===== src/rtl/wt_cache_pkg.sv =====
// rtl/wt_cache_pkg.sv - Shared widths, defaults and FSM encoding for the write-through memory arbiter.
package wt_cache_pkg;

  localparam int unsigned IdWidthDefault = 2;
  localparam int unsigned MaxTxDefault   = 4;

  typedef enum logic {
    ARB_IDLE = 1'b0,
    ARB_BUSY = 1'b1
  } arb_state_e;

  // Port index field width; a single port still carries a 1-bit index.
  function automatic int unsigned port_idx_w(input int unsigned n);
    return (n > 1) ? $clog2(n) : 1;
  endfunction

endpackage


===== src/rtl/wt_mem_arbiter_if.sv =====
// rtl/wt_mem_arbiter_if.sv - Requester-side and memory-side signal bundle of the arbiter.
interface wt_mem_arbiter_if import wt_cache_pkg::*; #(
  parameter int unsigned NumPorts  = 2,
  parameter int unsigned IdWidth   = IdWidthDefault,
  parameter int unsigned ReqWidth  = 128,
  parameter int unsigned RtrnWidth = 192,
  parameter int unsigned PortIdxW  = port_idx_w(NumPorts)
);

  logic [NumPorts-1:0]                port_req_i;
  logic [NumPorts-1:0]                port_ack_o;
  logic [NumPorts-1:0][ReqWidth-1:0]  port_data_i;
  logic [NumPorts-1:0][IdWidth-1:0]   port_tid_i;
  logic [NumPorts-1:0]                port_rtrn_vld_o;
  logic [RtrnWidth-1:0]               port_rtrn_o;
  logic [IdWidth-1:0]                 port_rtrn_tid_o;

  logic                               mem_req_o;
  logic                               mem_ack_i;
  logic [ReqWidth-1:0]                mem_data_o;
  logic [PortIdxW+IdWidth-1:0]        mem_tid_o;
  logic                               mem_rtrn_vld_i;
  logic [RtrnWidth-1:0]               mem_rtrn_i;
  logic [PortIdxW+IdWidth-1:0]        mem_rtrn_tid_i;

  modport slave (
    input  port_req_i, port_data_i, port_tid_i,
    input  mem_ack_i, mem_rtrn_vld_i, mem_rtrn_i, mem_rtrn_tid_i,
    output port_ack_o, port_rtrn_vld_o, port_rtrn_o, port_rtrn_tid_o,
    output mem_req_o, mem_data_o, mem_tid_o
  );

  modport master (
    output port_req_i, port_data_i, port_tid_i,
    output mem_ack_i, mem_rtrn_vld_i, mem_rtrn_i, mem_rtrn_tid_i,
    input  port_ack_o, port_rtrn_vld_o, port_rtrn_o, port_rtrn_tid_o,
    input  mem_req_o, mem_data_o, mem_tid_o
  );

endinterface


===== src/rtl/wt_rr_arb.sv =====
// rtl/wt_rr_arb.sv - Port arbiter: round-robin from last_grant+1, or lowest index first
// when WT_MEM_ARB_FIXED_PRIO_EN is defined.
module wt_rr_arb #(
  parameter int unsigned NumPorts = 2,
  parameter int unsigned IdxW     = 1
) (
  input  logic                clk_i,
  input  logic                rst_i,
  input  logic [NumPorts-1:0] req,
  input  logic                upd_en,
  output logic [NumPorts-1:0] gnt,
  output logic [IdxW-1:0]     gnt_idx
);

`ifdef WT_MEM_ARB_FIXED_PRIO_EN
  logic unused_ok;
  assign unused_ok = ^{clk_i, rst_i, upd_en};

  // Walk downwards so the lowest requesting index is the one left standing.
  always_comb begin
    gnt     = '0;
    gnt_idx = '0;
    for (int i = int'(NumPorts) - 1; i >= 0; i--) begin
      if (req[i]) begin
        gnt     = '0;
        gnt[i]  = 1'b1;
        gnt_idx = IdxW'(i);
      end
    end
  end
`else
  logic [IdxW-1:0] last_grant;
  logic [IdxW-1:0] cand;
  logic            found;

  always_comb begin
    gnt     = '0;
    gnt_idx = '0;
    found   = 1'b0;
    cand    = '0;
    for (int i = 1; i <= int'(NumPorts); i++) begin
      cand = IdxW'((int'(last_grant) + i) % int'(NumPorts));
      if (!found && req[cand]) begin
        found     = 1'b1;
        gnt[cand] = 1'b1;
        gnt_idx   = cand;
      end
    end
  end

  // Reset to the top index so port 0 is searched first.
  always_ff @(posedge clk_i or posedge rst_i) begin
    if (rst_i) begin
      last_grant <= IdxW'(NumPorts - 1);
    end else if (upd_en) begin
      last_grant <= gnt_idx;
    end
  end
`endif

endmodule


===== src/rtl/wt_mem_arbiter.sv =====
// rtl/wt_mem_arbiter.sv - Arbitrates cache requester ports onto one memory channel and routes returns by ID.
// Define WT_MEM_ARB_FIXED_PRIO_EN to replace round-robin with fixed priority.
module wt_mem_arbiter import wt_cache_pkg::*; #(
  parameter int unsigned NumPorts  = 2,
  parameter int unsigned IdWidth   = IdWidthDefault,
  parameter int unsigned ReqWidth  = 128,
  parameter int unsigned RtrnWidth = 192,
  parameter int unsigned MaxTx     = MaxTxDefault
) (
  input logic             clk_i,
  input logic             rst_i,
  wt_mem_arbiter_if.slave bus
);

  localparam int unsigned PortIdxW = port_idx_w(NumPorts);
  localparam int unsigned CntW     = $clog2(MaxTx + 1);

  typedef logic [CntW-1:0] cnt_t;

  arb_state_e            state_q, state_d;
  logic [NumPorts-1:0]   eligible;
  logic [NumPorts-1:0]   gnt;
  logic [NumPorts-1:0]   inc;
  logic [NumPorts-1:0]   dec;
  logic [PortIdxW-1:0]   gnt_idx;
  logic [PortIdxW-1:0]   port_q;
  logic [ReqWidth-1:0]   data_q;
  logic [ReqWidth-1:0]   data_mux;
  logic [IdWidth-1:0]    tid_q;
  logic [IdWidth-1:0]    tid_mux;
  logic                  grant_en;
  logic                  busy;
  cnt_t                  outstanding [NumPorts];

  logic [PortIdxW-1:0]   rtrn_port_in;
  logic                  rtrn_idx_ok;
  logic                  rtrn_vld_q;
  logic [PortIdxW-1:0]   rtrn_port_q;
  logic [RtrnWidth-1:0]  rtrn_data_q;
  logic [IdWidth-1:0]    rtrn_tid_q;

  always_comb begin
    eligible = '0;
    for (int p = 0; p < int'(NumPorts); p++) begin
      eligible[p] = bus.port_req_i[p] && (outstanding[p] < cnt_t'(MaxTx));
    end
  end

  assign busy     = (state_q == ARB_BUSY);
  assign grant_en = (state_q == ARB_IDLE) && (|eligible);

  wt_rr_arb #(
    .NumPorts (NumPorts),
    .IdxW     (PortIdxW)
  ) u_arb (
    .clk_i   (clk_i),
    .rst_i   (rst_i),
    .req     (eligible),
    .upd_en  (grant_en),
    .gnt     (gnt),
    .gnt_idx (gnt_idx)
  );

  always_comb begin
    state_d = state_q;
    unique case (state_q)
      ARB_IDLE: if (|eligible)     state_d = ARB_BUSY;
      ARB_BUSY: if (bus.mem_ack_i) state_d = ARB_IDLE;
      default:                     state_d = ARB_IDLE;
    endcase
  end

  always_comb begin
    data_mux = '0;
    tid_mux  = '0;
    for (int p = 0; p < int'(NumPorts); p++) begin
      if (gnt[p]) begin
        data_mux = data_mux | bus.port_data_i[p];
        tid_mux  = tid_mux | bus.port_tid_i[p];
      end
    end
  end

  // The request is captured at grant time so the memory side sees a stable beat until acked.
  always_ff @(posedge clk_i or posedge rst_i) begin
    if (rst_i) begin
      state_q <= ARB_IDLE;
      data_q  <= '0;
      tid_q   <= '0;
      port_q  <= '0;
    end else begin
      state_q <= state_d;
      if (grant_en) begin
        data_q <= data_mux;
        tid_q  <= tid_mux;
        port_q <= gnt_idx;
      end
    end
  end

  assign bus.mem_req_o  = busy;
  assign bus.mem_data_o = data_q;
  assign bus.mem_tid_o  = {port_q, tid_q};

  always_comb begin
    bus.port_ack_o = '0;
    for (int p = 0; p < int'(NumPorts); p++) begin
      bus.port_ack_o[p] = busy && bus.mem_ack_i && (port_q == PortIdxW'(p));
    end
  end

  assign inc = bus.port_ack_o;

  assign rtrn_port_in = bus.mem_rtrn_tid_i[PortIdxW+IdWidth-1 -: PortIdxW];
  assign rtrn_idx_ok  = int'(rtrn_port_in) < int'(NumPorts);

  always_comb begin
    dec = '0;
    for (int p = 0; p < int'(NumPorts); p++) begin
      dec[p] = bus.mem_rtrn_vld_i && rtrn_idx_ok && (rtrn_port_in == PortIdxW'(p));
    end
  end

  // Counters saturate at zero; an ack and a return in the same cycle cancel out.
  always_ff @(posedge clk_i or posedge rst_i) begin
    if (rst_i) begin
      for (int p = 0; p < int'(NumPorts); p++) begin
        outstanding[p] <= '0;
      end
    end else begin
      for (int p = 0; p < int'(NumPorts); p++) begin
        if (inc[p] && !dec[p]) begin
          outstanding[p] <= outstanding[p] + cnt_t'(1);
        end else if (dec[p] && !inc[p] && (outstanding[p] != '0)) begin
          outstanding[p] <= outstanding[p] - cnt_t'(1);
        end
      end
    end
  end

  always_ff @(posedge clk_i or posedge rst_i) begin
    if (rst_i) begin
      rtrn_vld_q  <= 1'b0;
      rtrn_port_q <= '0;
      rtrn_data_q <= '0;
      rtrn_tid_q  <= '0;
    end else begin
      rtrn_vld_q <= bus.mem_rtrn_vld_i && rtrn_idx_ok;
      if (bus.mem_rtrn_vld_i && rtrn_idx_ok) begin
        rtrn_port_q <= rtrn_port_in;
        rtrn_data_q <= bus.mem_rtrn_i;
        rtrn_tid_q  <= bus.mem_rtrn_tid_i[IdWidth-1:0];
      end
    end
  end

  always_comb begin
    bus.port_rtrn_vld_o = '0;
    for (int p = 0; p < int'(NumPorts); p++) begin
      bus.port_rtrn_vld_o[p] = rtrn_vld_q && (rtrn_port_q == PortIdxW'(p));
    end
  end

  assign bus.port_rtrn_o     = rtrn_data_q;
  assign bus.port_rtrn_tid_o = rtrn_tid_q;

  for (genvar p = 0; p < NumPorts; p++) begin : g_chk
    a_no_underflow: assert property (@(posedge clk_i) disable iff (rst_i)
      !(dec[p] && (outstanding[p] == '0)));
  end

  a_rtrn_idx_valid: assert property (@(posedge clk_i) disable iff (rst_i)
    !(bus.mem_rtrn_vld_i && !rtrn_idx_ok));

endmodule


===== src/flat_wrapper.sv =====
// flat-port wrapper written by rule: the top's interface ports become plain ports
module wt_mem_arbiter_flat import wt_cache_pkg::*;
#(
  parameter int unsigned NumPorts  = 2,
  parameter int unsigned IdWidth   = IdWidthDefault,
  parameter int unsigned ReqWidth  = 128,
  parameter int unsigned RtrnWidth = 192,
  parameter int unsigned MaxTx     = MaxTxDefault
)
  (clk_i, rst_i, bus_port_req_i, bus_port_data_i, bus_port_tid_i, bus_mem_ack_i, bus_mem_rtrn_vld_i, bus_mem_rtrn_i, bus_mem_rtrn_tid_i, bus_port_ack_o, bus_port_rtrn_vld_o, bus_port_rtrn_o, bus_port_rtrn_tid_o, bus_mem_req_o, bus_mem_data_o, bus_mem_tid_o);
  wt_mem_arbiter_if #(.NumPorts(NumPorts), .IdWidth(IdWidth), .ReqWidth(ReqWidth), .RtrnWidth(RtrnWidth), .PortIdxW((port_idx_w((2))))) bus_i ();
  input logic clk_i;
  input logic rst_i;
  input wire logic [$bits(bus_i.port_req_i)-1:0] bus_port_req_i;
  input wire logic [$bits(bus_i.port_data_i)-1:0] bus_port_data_i;
  input wire logic [$bits(bus_i.port_tid_i)-1:0] bus_port_tid_i;
  input wire logic [$bits(bus_i.mem_ack_i)-1:0] bus_mem_ack_i;
  input wire logic [$bits(bus_i.mem_rtrn_vld_i)-1:0] bus_mem_rtrn_vld_i;
  input wire logic [$bits(bus_i.mem_rtrn_i)-1:0] bus_mem_rtrn_i;
  input wire logic [$bits(bus_i.mem_rtrn_tid_i)-1:0] bus_mem_rtrn_tid_i;
  output wire logic [$bits(bus_i.port_ack_o)-1:0] bus_port_ack_o;
  output wire logic [$bits(bus_i.port_rtrn_vld_o)-1:0] bus_port_rtrn_vld_o;
  output wire logic [$bits(bus_i.port_rtrn_o)-1:0] bus_port_rtrn_o;
  output wire logic [$bits(bus_i.port_rtrn_tid_o)-1:0] bus_port_rtrn_tid_o;
  output wire logic [$bits(bus_i.mem_req_o)-1:0] bus_mem_req_o;
  output wire logic [$bits(bus_i.mem_data_o)-1:0] bus_mem_data_o;
  output wire logic [$bits(bus_i.mem_tid_o)-1:0] bus_mem_tid_o;
  assign bus_i.port_req_i = bus_port_req_i;
  assign bus_i.port_data_i = bus_port_data_i;
  assign bus_i.port_tid_i = bus_port_tid_i;
  assign bus_i.mem_ack_i = bus_mem_ack_i;
  assign bus_i.mem_rtrn_vld_i = bus_mem_rtrn_vld_i;
  assign bus_i.mem_rtrn_i = bus_mem_rtrn_i;
  assign bus_i.mem_rtrn_tid_i = bus_mem_rtrn_tid_i;
  assign bus_port_ack_o = bus_i.port_ack_o;
  assign bus_port_rtrn_vld_o = bus_i.port_rtrn_vld_o;
  assign bus_port_rtrn_o = bus_i.port_rtrn_o;
  assign bus_port_rtrn_tid_o = bus_i.port_rtrn_tid_o;
  assign bus_mem_req_o = bus_i.mem_req_o;
  assign bus_mem_data_o = bus_i.mem_data_o;
  assign bus_mem_tid_o = bus_i.mem_tid_o;
  wt_mem_arbiter #(.NumPorts(NumPorts), .IdWidth(IdWidth), .ReqWidth(ReqWidth), .RtrnWidth(RtrnWidth), .MaxTx(MaxTx)) u_core (.clk_i(clk_i), .rst_i(rst_i), .bus(bus_i));
endmodule

===== config.mk =====
export PLATFORM = sky130hd
export DESIGN_NAME = wt_mem_arbiter_flat
export DESIGN_NICKNAME = d
export VERILOG_FILES = /design/src/rtl/wt_cache_pkg.sv /design/src/rtl/wt_mem_arbiter_if.sv /design/src/rtl/wt_rr_arb.sv /design/src/rtl/wt_mem_arbiter.sv /design/src/flat_wrapper.sv
export SDC_FILE = /design/constraint.sdc
export NUM_CORES = 1
export LEC_CHECK = 0
export ABC_AREA = 1
export BUFFER_PORTS_ARGS = -buffer_cell sky130_fd_sc_hd__buf_2
export CORE_AREA = 3 3 309 311
export CTS_CLUSTER_SIZE = 8
export DETAILED_ROUTE_END_ITERATION = 12
export DIE_AREA = 0 0 312 314
export SLEW_MARGIN = 20
export SYNTH_ARGS = -nofsm -noshare
export SYNTH_HDL_FRONTEND = slang
export SYNTH_SLANG_ARGS = --single-unit

===== constraint.sdc =====
create_clock -name clk_i -period 20.9 [get_ports clk_i]
set_clock_uncertainty 0.1 [all_clocks]
set_input_delay 3.135 -clock clk_i [delete_from_list [all_inputs] [get_ports clk_i]]
set_output_delay 3.135 -clock clk_i [all_outputs]
set_load 0.01 [all_outputs]

Word-level counts from Yosys, hierarchy flattened
Index checks and enable logic that the tools add are counted. Widths: inputs -> output; s select.

Add/sub/neg operators: 6. Magnitude comparators: 6. Multiplexer cells: 24. Bitwise logic cells: 7. Reductions and logical operators: 29.

Operators with widths (count): $mux 128 (2); $or 128x128->128 (1); $logic_and 1x1->1 (19); $mux 3 (4); $mux 1 (11); $mux 2 (4); $add 3x1->3 const B (2); $lt 3x3->1 const B (2); $reduce_bool 3->1 (2); $sub 3x1->3 const B (2); $logic_not 1->1 (5); $lt 1x2->1 const B (2); $not 1->1 (4); $or 2x2->2 (2); $reduce_bool 2->1 (2); $add 1x1->1 const B (2); $demux 1 s1 (2); $ge 1x1->1 const B (2); $pmux 1 s2 (1); $reduce_or 2->1 (1).

Register bits: 335. Bits of input ports: 461. Output and inout bits: 330.

Logic depth before layout (Yosys ltp)
Gate-level depths: netlist of the first run.

Word-level depth: 11. Gate-level depth with buffers: 10. Gate-level depth less buffers: 10.

Hierarchy
From an unflattened synthesis of the first run, not the netlist that was laid out.

Cells, all modules: 1616. Area total of the unflattened synthesis: 14054.7 µm².

Modules (own cells, without submodules): wt_mem_arbiter (times used 1, cells each 1605, area each 13980.9 µm², seq. area each 8358.0 µm²); wt_rr_arb (times used 1, cells each 11, area each 73.8 µm², seq. area each 26.3 µm²).

Least setup slack after synthesis of the first run
OpenSTA, ideal clock, no wires.

Path kind: input-to-output. Start point: input bus_mem_ack_i. End point: output bus_port_ack_o[1]. Arrival time: 3.407 ns. Data required time: 17.665 ns. Setup slack: 14.258 ns. Stages: 2. Path buffers: 0. Path through: nand2_1 -> nor2_1.

Cells in the longest elaborated chain, start to end: 2.

Ends and longest elaborated chain: from (decl) (RTL line flat_wrapper.sv:17) `input wire logic [$bits(bus_i.mem_ack_i)-1:0] bus_mem_ack_i;`; $logic_and 1x1->1 (2 in a row) (RTL line wt_mem_arbiter.sv:108) `bus.port_ack_o[p] = busy && bus.mem_ack_i && (port_q == PortIdxW'(p));`; to (decl) (RTL line flat_wrapper.sv:21) `output wire logic [$bits(bus_i.port_ack_o)-1:0] bus_port_ack_o;`.

Every way passes these cells.

Worst setup path in the final report of the first run
Ends and elaborated chain as after synthesis.

==> summary.txt, run 1 <==
Outcome
  • Status: complete, no violations

Clock network
  • Clk sinks: ~340
  • Root Driver: clkbuf_16
  • CTS tree: yes
  • Post_cts resized: 0
  • Post-CTS setup buffer count: 0
  • Clock tree buffer depth: 3
  • Skew-Pair Late Insertion Delay: ~0.59 ns
  • Clock transition at path regs: 0.05 ns
  • # hold bufs at CTS: 0
  • H-tree Lvls: 2
  • TritonCTS Buffers: 48

GRT
  • GRT Total Usage: 13.3%
  • GRT overflow: 0
  • Initial antenna violation count: 34
  • Largest net degree at the start of global routing: around 110
  • First-pass GRT wire length: 99400 um
  • Vias in the first global route: 14900

Setup path
  • Critical Path Most Common Cell: buf_2
  • Worst EP required: about 18 ns
  • CP cell instances: buf_2 > nand2_1 > nor2_1 > buf_2
  • Crit path largest cell delay: 0.18 ns
  • Kind of critical path: primary input to primary output
  • Worst Path Arrival: 3.66 ns
  • CP Capture Type: primary output
  • WP buf/inv: 2
  • Slowest stage cell, crit path: nor2_1
  • CP Launch Type: primary input
  • Crit path max-delay family: buffers and inverters
  • Critical path fanouts, max: 4

Timing
  • Tcrit/Tclk final: 33.0%
  • Fin. max-slew vios: 0
  • Crit path setup slack, layout: around 14 ns
  • RSZ-0062 raised after global routing: false
  • Final Hold Viols: 0
  • Final min period: slightly below 7 ns
  • FMAX: 0.145 GHz
  • Worst rel slew slack: 30.9%
  • Final setup vio count: 0
  • Worst-Margin Slew: about 1.0 ns
  • Setup tns final: 0 ns

Logic synthesis
  • Leading cell types by count after synthesis: nand2_1, dfrtp_1, nand3_1
  • Synthesized cell area: ~15000 sq um
  • Main flop type after synthesis: dfrtp_1
  • Post-synth ARST share: 100%
  • Yosys top cell area share: 56.4%
  • Synth Register Bits: approximately 340
  • Yosys warnings: 0
  • Most area-hungry cell type in the Yosys netlist: dfrtp_1
  • Distinct cells, synth: 18
  • Post-synth EDFFs: 0
  • Top post-synthesis cells by area: dfrtp_1, nand2_1, nand3_1, nand4_1, buf_2
  • Top-count cell post-synth: nand2_1
  • Synth Instances: roughly 1900
  • Syn_nets: 2357
  • Post-synthesis area per instance: about 7.8 sq um
  • Seq/Total Area, Yosys: between 50% and 60%

Min path
  • Worst Hold Class: register to register

Drt
  • Pre-antenna DRT Iters: 6
  • Routed WL per cell: approximately 17 um
  • Post-route ant nets: 0
  • Via/cell ratio: ~4
  • Routed wire length: around 70000 um
  • Initial DRC Count: around 1200
  • Vias: ~15000
  • DRC viols: 0

Floorplan
  • # IOs: ~790
  • Row count: 112
  • Initial Utilization: about 16%
  • Die area: slightly below 100000 sq um
  • Core area: roughly 93000 sq um
  • Horiz. Die Dim: about 310 um
  • Die H: about 310 um

Power
  • LEAKAGE: between 10 and 15 nW
  • Peak supply drop: around 0.00006 V
  • Pwr per Cell Area: about 120 nW/um^2

Cells and area
  • Nets: 3087
  • Area Growth Syn to Fin: 43.9%
  • Sequential cell area: around 8400 sq um
  • Layout cells sized above 1: 33.1%
  • Filler instances: between 10000 and 15000
  • Area occupied by multi-input gates: between 5000 and 6000 sq um

Place
  • Pre-CTS setup slack: approximately 14 ns
  • GPL Wtd Cong: roughly 0.9
  • IO Port Bufs: 790
  • Dpl hpwl: roughly 52000 um

Flow run
  • Max-cap violations: 0
-- layout by cell type (no fill, tap or decap) --
| cell | instances |
|---|---|
| clkinv_2 | 1 |
| o21ai_0 | 4 |
| inv_8 | 1 |
| nand3_1 | 204 |
| clkbuf_1 | 10 |
| nor2_4 | 2 |
| clkbuf_16 | 48 |
| nand4_1 | 66 |
| dfrtp_1 | 334 |
| buf_2 | 789 |
| inv_1 | 77 |
| clkbuf_8 | 1 |
| dfstp_2 | 1 |
| buf_16 | 1 |
| nand2_4 | 1 |
| nand2_1 | 994 |
| inv_6 | 2 |
| inv_4 | 1 |
| clkinv_16 | 2 |
| buf_6 | 1 |
| fa_1 | 2 |
| xor2_1 | 2 |
| buf_4 | 17 |
| nand2_2 | 2 |
| inv_2 | 1 |
| nor2_1 | 72 |
| o21ai_4 | 1 |
| diode_2 | 10 |
-- metrics by stage --
step / std cells / hold slack [ns] / power (mW) / util [%] / area (sq um)
after CTS: 3890 / 0.365 / 2.51 / 22.8 / 21300
after detailed placement: 3827 / 0.353 / 1.77 / 21.4 / 19900
after global placement: 3827 / 0.349 / 1.75 / 21.4 / 19900
after global routing: 3895 / 0.377 / 2.63 / 22.9 / 21300
after floorplan: 1894 / 0.364 / 1.39 / - / 14800
final: 3901 / 0.360 / 2.47 / 22.9 / 21300
-- worst paths after layout --
| check | start | to | slack, ns | cells after the start |
|---|---|---|---|---|
| worst max-delay path | bus_mem_ack_i | bus_port_ack_o[1] | 14.00 | 4 |
| worst min-delay path | u_core.bus.port_rtrn_o[148] | u_core.bus.port_rtrn_o[148] | 0.36 | 2 |
| worst max register to register | u_core.outstanding[2] | u_core.bus.mem_data_o[82] | 17.84 | 9 |
| worst min register to register | u_core.bus.port_rtrn_o[148] | u_core.bus.port_rtrn_o[148] | 0.36 | 2 |
| max in group asynchronous | rst_i | u_core.bus.mem_data_o[73] | 16.00 | 4 |
| min in group asynchronous | rst_i | u_core.bus.port_rtrn_o[24] | 2.50 | 2 |
-- area by class of cell --
class	instances	area share [%]
Antenna cell	10	0.117
Clock buffer	59	5.88
Clock inverter	4	0.346
Inverter	81	1.50
Multi-Input combinational cell	1350	26.2
Sequential cell	335	39.3
Tap cell	1254	7.36
Timing Repair Buffer	808	19.3
-- logic make-up after synthesis --
family,after synthesis,share of synthesized area (%)
xor gates and xnor gates,2,0.118
AOI/OAI and AO/OA,5,0.194
adders and majority gates,2,0.270
buffers and inverters,209,5.93
and+or+nand+nor,1341,36.9
DFF,335,56.6
-- worst reg2reg max path, cell delays in order (launching register included) --
cell,delay (ns)
dfrtp_1,0.52
nor2_4,0.20
buf_4,0.65
nand2_2,0.10
buf_4,0.27
nand2_2,0.09
buf_4,0.57
nor2_1,0.25
nand2_1,0.11
nand3_1,0.07
-- power by group --
| part | total, mW | switching [mW] | internal, mW |
|---|---|---|---|
| clock network | 0.718 | 0.301 | 0.417 |
| registers | 0.909 | 0.0966 | 0.813 |
| logic | 0.842 | 0.563 | 0.280 |
| total | 2.47 | 0.960 | 1.51 |
-- flip-flops by register name, indices dropped and copies added (netlist names) --
register                    flops
u_core.bus.port_rtrn_o        192
u_core.bus.mem_data_o         128
u_core.outstanding              6
u_core.bus.port_rtrn_tid_o      2
u_core.tid_q                    2
u_core.bus.mem_req_o            1
u_core.port_q                   1
u_core.rtrn_port_q              1
u_core.rtrn_vld_q               1
u_core.u_arb.last_grant         1
-- metal layers --
layer / up-vias / share of wire, % / track usage [%]
li1: 7342 / - / -
met1: 7194 / 39 / 15.9
met2: 690 / 48 / 22.2
met3: 116 / 10 / 4.96
met4: 32 / 2.5 / 3.79
met5: - / 0.30 / 0
(Power assumes the default switching activity.)
==> run 2, diff against run 1 <==
- CORE_AREA: 3 3 309 311 -> 3 3 310 312
- DIE_AREA: 0 0 312 314 -> 0 0 313 315
- clock period: 20.9 -> 6.1 ns (I/O delays scaled with it)
==> summary.txt, run 2 (synthesis gave the netlist of run 1 again) <==
Outcome
  • Status: complete, no violations

Setup path
  • Worst Path Arrival: 3.35 ns (-0.31 ns)
  • Setup slack, reg-to-reg: 3.20 ns (-14.64 ns)
  • CP Capture Type: register
  • Slowest stage cell, crit path: buf_4
  • Critical path fanouts, max: 70 (+66)
  • Critical Path Most Common Cell: buf_4
  • Crit path max-delay family: buffers and inverters
  • Kind of critical path: primary input to register
  • Worst reg2reg startpoint: u_core.outstanding[2]
  • CP cell instances: buf_2 > inv_1 > nor2_4 > o21ai_4 > buf_4 > buf_4 > nand2_1 > nand3_1
  • CP Launch Type: primary input
  • R2R depth: 9 (unchanged)
  • WP buf/inv: 4 (+2)
  • Worst EP required: 6.51 ns (-11.16 ns)
  • Crit path largest cell delay: 0.68 ns (+0.50 ns)
  • Worst r2r dst: u_core.bus.mem_data_o[97]

Min path
  • Worst Hold Class: primary input to asynchronous set/reset pin

Cells and area
  • Post-route cell area: 21300 sq um (about the same)
  • Area Growth Syn to Fin: 44.0% (about the same)
  • Fin util: 22.9% (-0.046 points)
  • Sequential cell area: 8380 sq um (unchanged)
  • Nets: 3087 (unchanged)
  • Layout cells sized above 1: 33.1% (about the same)
  • Area occupied by multi-input gates: 5580 sq um (unchanged)
  • Filler instances: 10600 (+0.28%)
  • Final cell count without fillers: 3901 (unchanged)
  • Most frequent cells in the layout: nand2_1, buf_2, dfrtp_1, nand3_1, inv_1
  • Max reg flops: 192 (unchanged)
  • Commonest non-fill, non-tap cell in the layout: nand2_1

Power
  • Pwr per Cell Area: 396 nW/um^2 (+240%)
  • Peak supply drop: 0.000202 V (+230%)
  • Power Total: 8.44 mW (+240%)
  • LEAKAGE: 12.2 nW (about the same)

Place
  • GPL Wtd Cong: 0.854 (-4.7%)
  • Pre-CTS setup slack: 2.57 ns (-11.44 ns)
  • Placed Area: 20000 sq um (+0.21%)
  • Inst Count DP: 3828 (+0.026%)
  • IO Port Bufs: 790 (unchanged)
  • Dpl hpwl: 51700 um (-0.54%)

Timing
  • Fin. max-slew vios: 0 (unchanged)
  • Setup tns final: 0 ns (unchanged)
  • FMAX: 0.339 GHz
  • Final Hold Viols: 0 (unchanged)
  • Worst-Margin Slew: 1.04 ns (+0.00363 ns)
  • RSZ-0062 raised after global routing: false
  • WHS: 0.330 ns (-0.0304 ns)
  • Tcrit/Tclk final: about half
  • Worst rel slew slack: 30.6% (-0.24 points)
  • Final setup vio count: 0 (unchanged)
  • Final min period: 2.95 ns
  • Crit path setup slack, layout: 3.15 ns (-10.85 ns)

Clock network
  • TritonCTS Buffers: 48 (unchanged)
  • CTS tree: yes
  • H-tree Lvls: 2 (unchanged)
  • Skew-Pair Late Insertion Delay: 0.58 ns (about the same)
  • # hold bufs at CTS: 0 (unchanged)
  • Post-CTS setup buffer count: 0 (unchanged)
  • Root Driver: clkbuf_16
  • Clock tree buffer depth: 3 (unchanged)
  • Clock transition at path regs: 0.05 ns (about the same)
  • Clk sinks: 335 (unchanged)
  • Post_cts resized: 0 (unchanged)

Drt
  • Vias: 15300 (-0.21%)
  • Via/cell ratio: 3.93 (-0.21%)
  • Post-route ant nets: 0 (unchanged)
  • Routed WL per cell: 17.2 um (-1.3%)
  • Routed wire length: 67200 um (-1.3%)
  • Initial DRC Count: 1184 (-3.0%)
  • DRC viols: 0 (unchanged)
  • Pre-antenna DRT Iters: 7 (+1)

GRT
  • First-pass GRT wire length: 96800 um (-2.6%)
  • GRT Total Usage: 13.0% (-0.28 points)
  • Vias in the first global route: 14900 (+0.21%)
  • Initial antenna violation count: 31 (-8.8%)
  • GRT overflow: 0 (unchanged)
  • Largest net degree at the start of global routing: 144 (+26%)

Floorplan
  • Initial Utilization: 15.9% (-0.048 points)
  • Die H: 315 um (+0.32%)
  • Core area: 93300 sq um (+0.30%)
  • # IOs: 791 (unchanged)
  • Horiz. Die Dim: 313 um (+0.32%)
  • Die area: 98600 sq um (+0.64%)
  • Row count: 112 (unchanged)

Flow run
  • Max-cap violations: 0 (unchanged)
## run 2: layout make-up
cell class              instances  area share (%)
diodes                         12           0.141
clock buffers                  58            5.85
clock inverters                 3           0.375
inverters                      81            1.48
multi-input cells            1350            26.1
flip-flops and latches        335            39.3
well taps                    1254            7.35
repair buffers                808            19.4
## run 2: worst max-delay path by stage
stage                       from                   endpoint  slack [ns]  cells past startpoint
2_1_floorplan              rst_i   u_core.bus.mem_data_o[0]        0.61                      1
4_1_cts        bus_port_req_i[0]  u_core.bus.mem_data_o[76]        3.20                      8
6_report       bus_port_req_i[0]  u_core.bus.mem_data_o[76]        3.15                      8
3_3_place_gp   bus_port_req_i[0]  u_core.bus.mem_data_o[84]        2.61                      8
3_5_place_dp   bus_port_req_i[0]  u_core.bus.mem_data_o[76]        2.57                      8
5_1_grt        bus_port_req_i[0]  u_core.bus.mem_data_o[92]        2.98                      8
## run 2: per-layer routing
layer / global-route usage (%) / part of all wire (%)
met3: 4.73 / 9.7
met2: 21.2 / 47
met5: 0 / 0.29
met1: 15.3 / 39
met4: 5.71 / 4.3
## run 2: report_power, final
| group | switching, mW | internal [mW] |
|---|---|---|
| Combinational | 1.90 | 0.963 |
| Clock | 1.00 | 1.46 |
| Sequential | 0.327 | 2.79 |
| Total | 3.23 | 5.21 |
## run 2: worst reg2reg max path: cells and delay by family, from the launching register on
family | cells | cell delay (ns)
DFF | 1 | 0.46
and+or+nand+nor | 6 | 0.81
buffers and inverters | 3 | 1.39
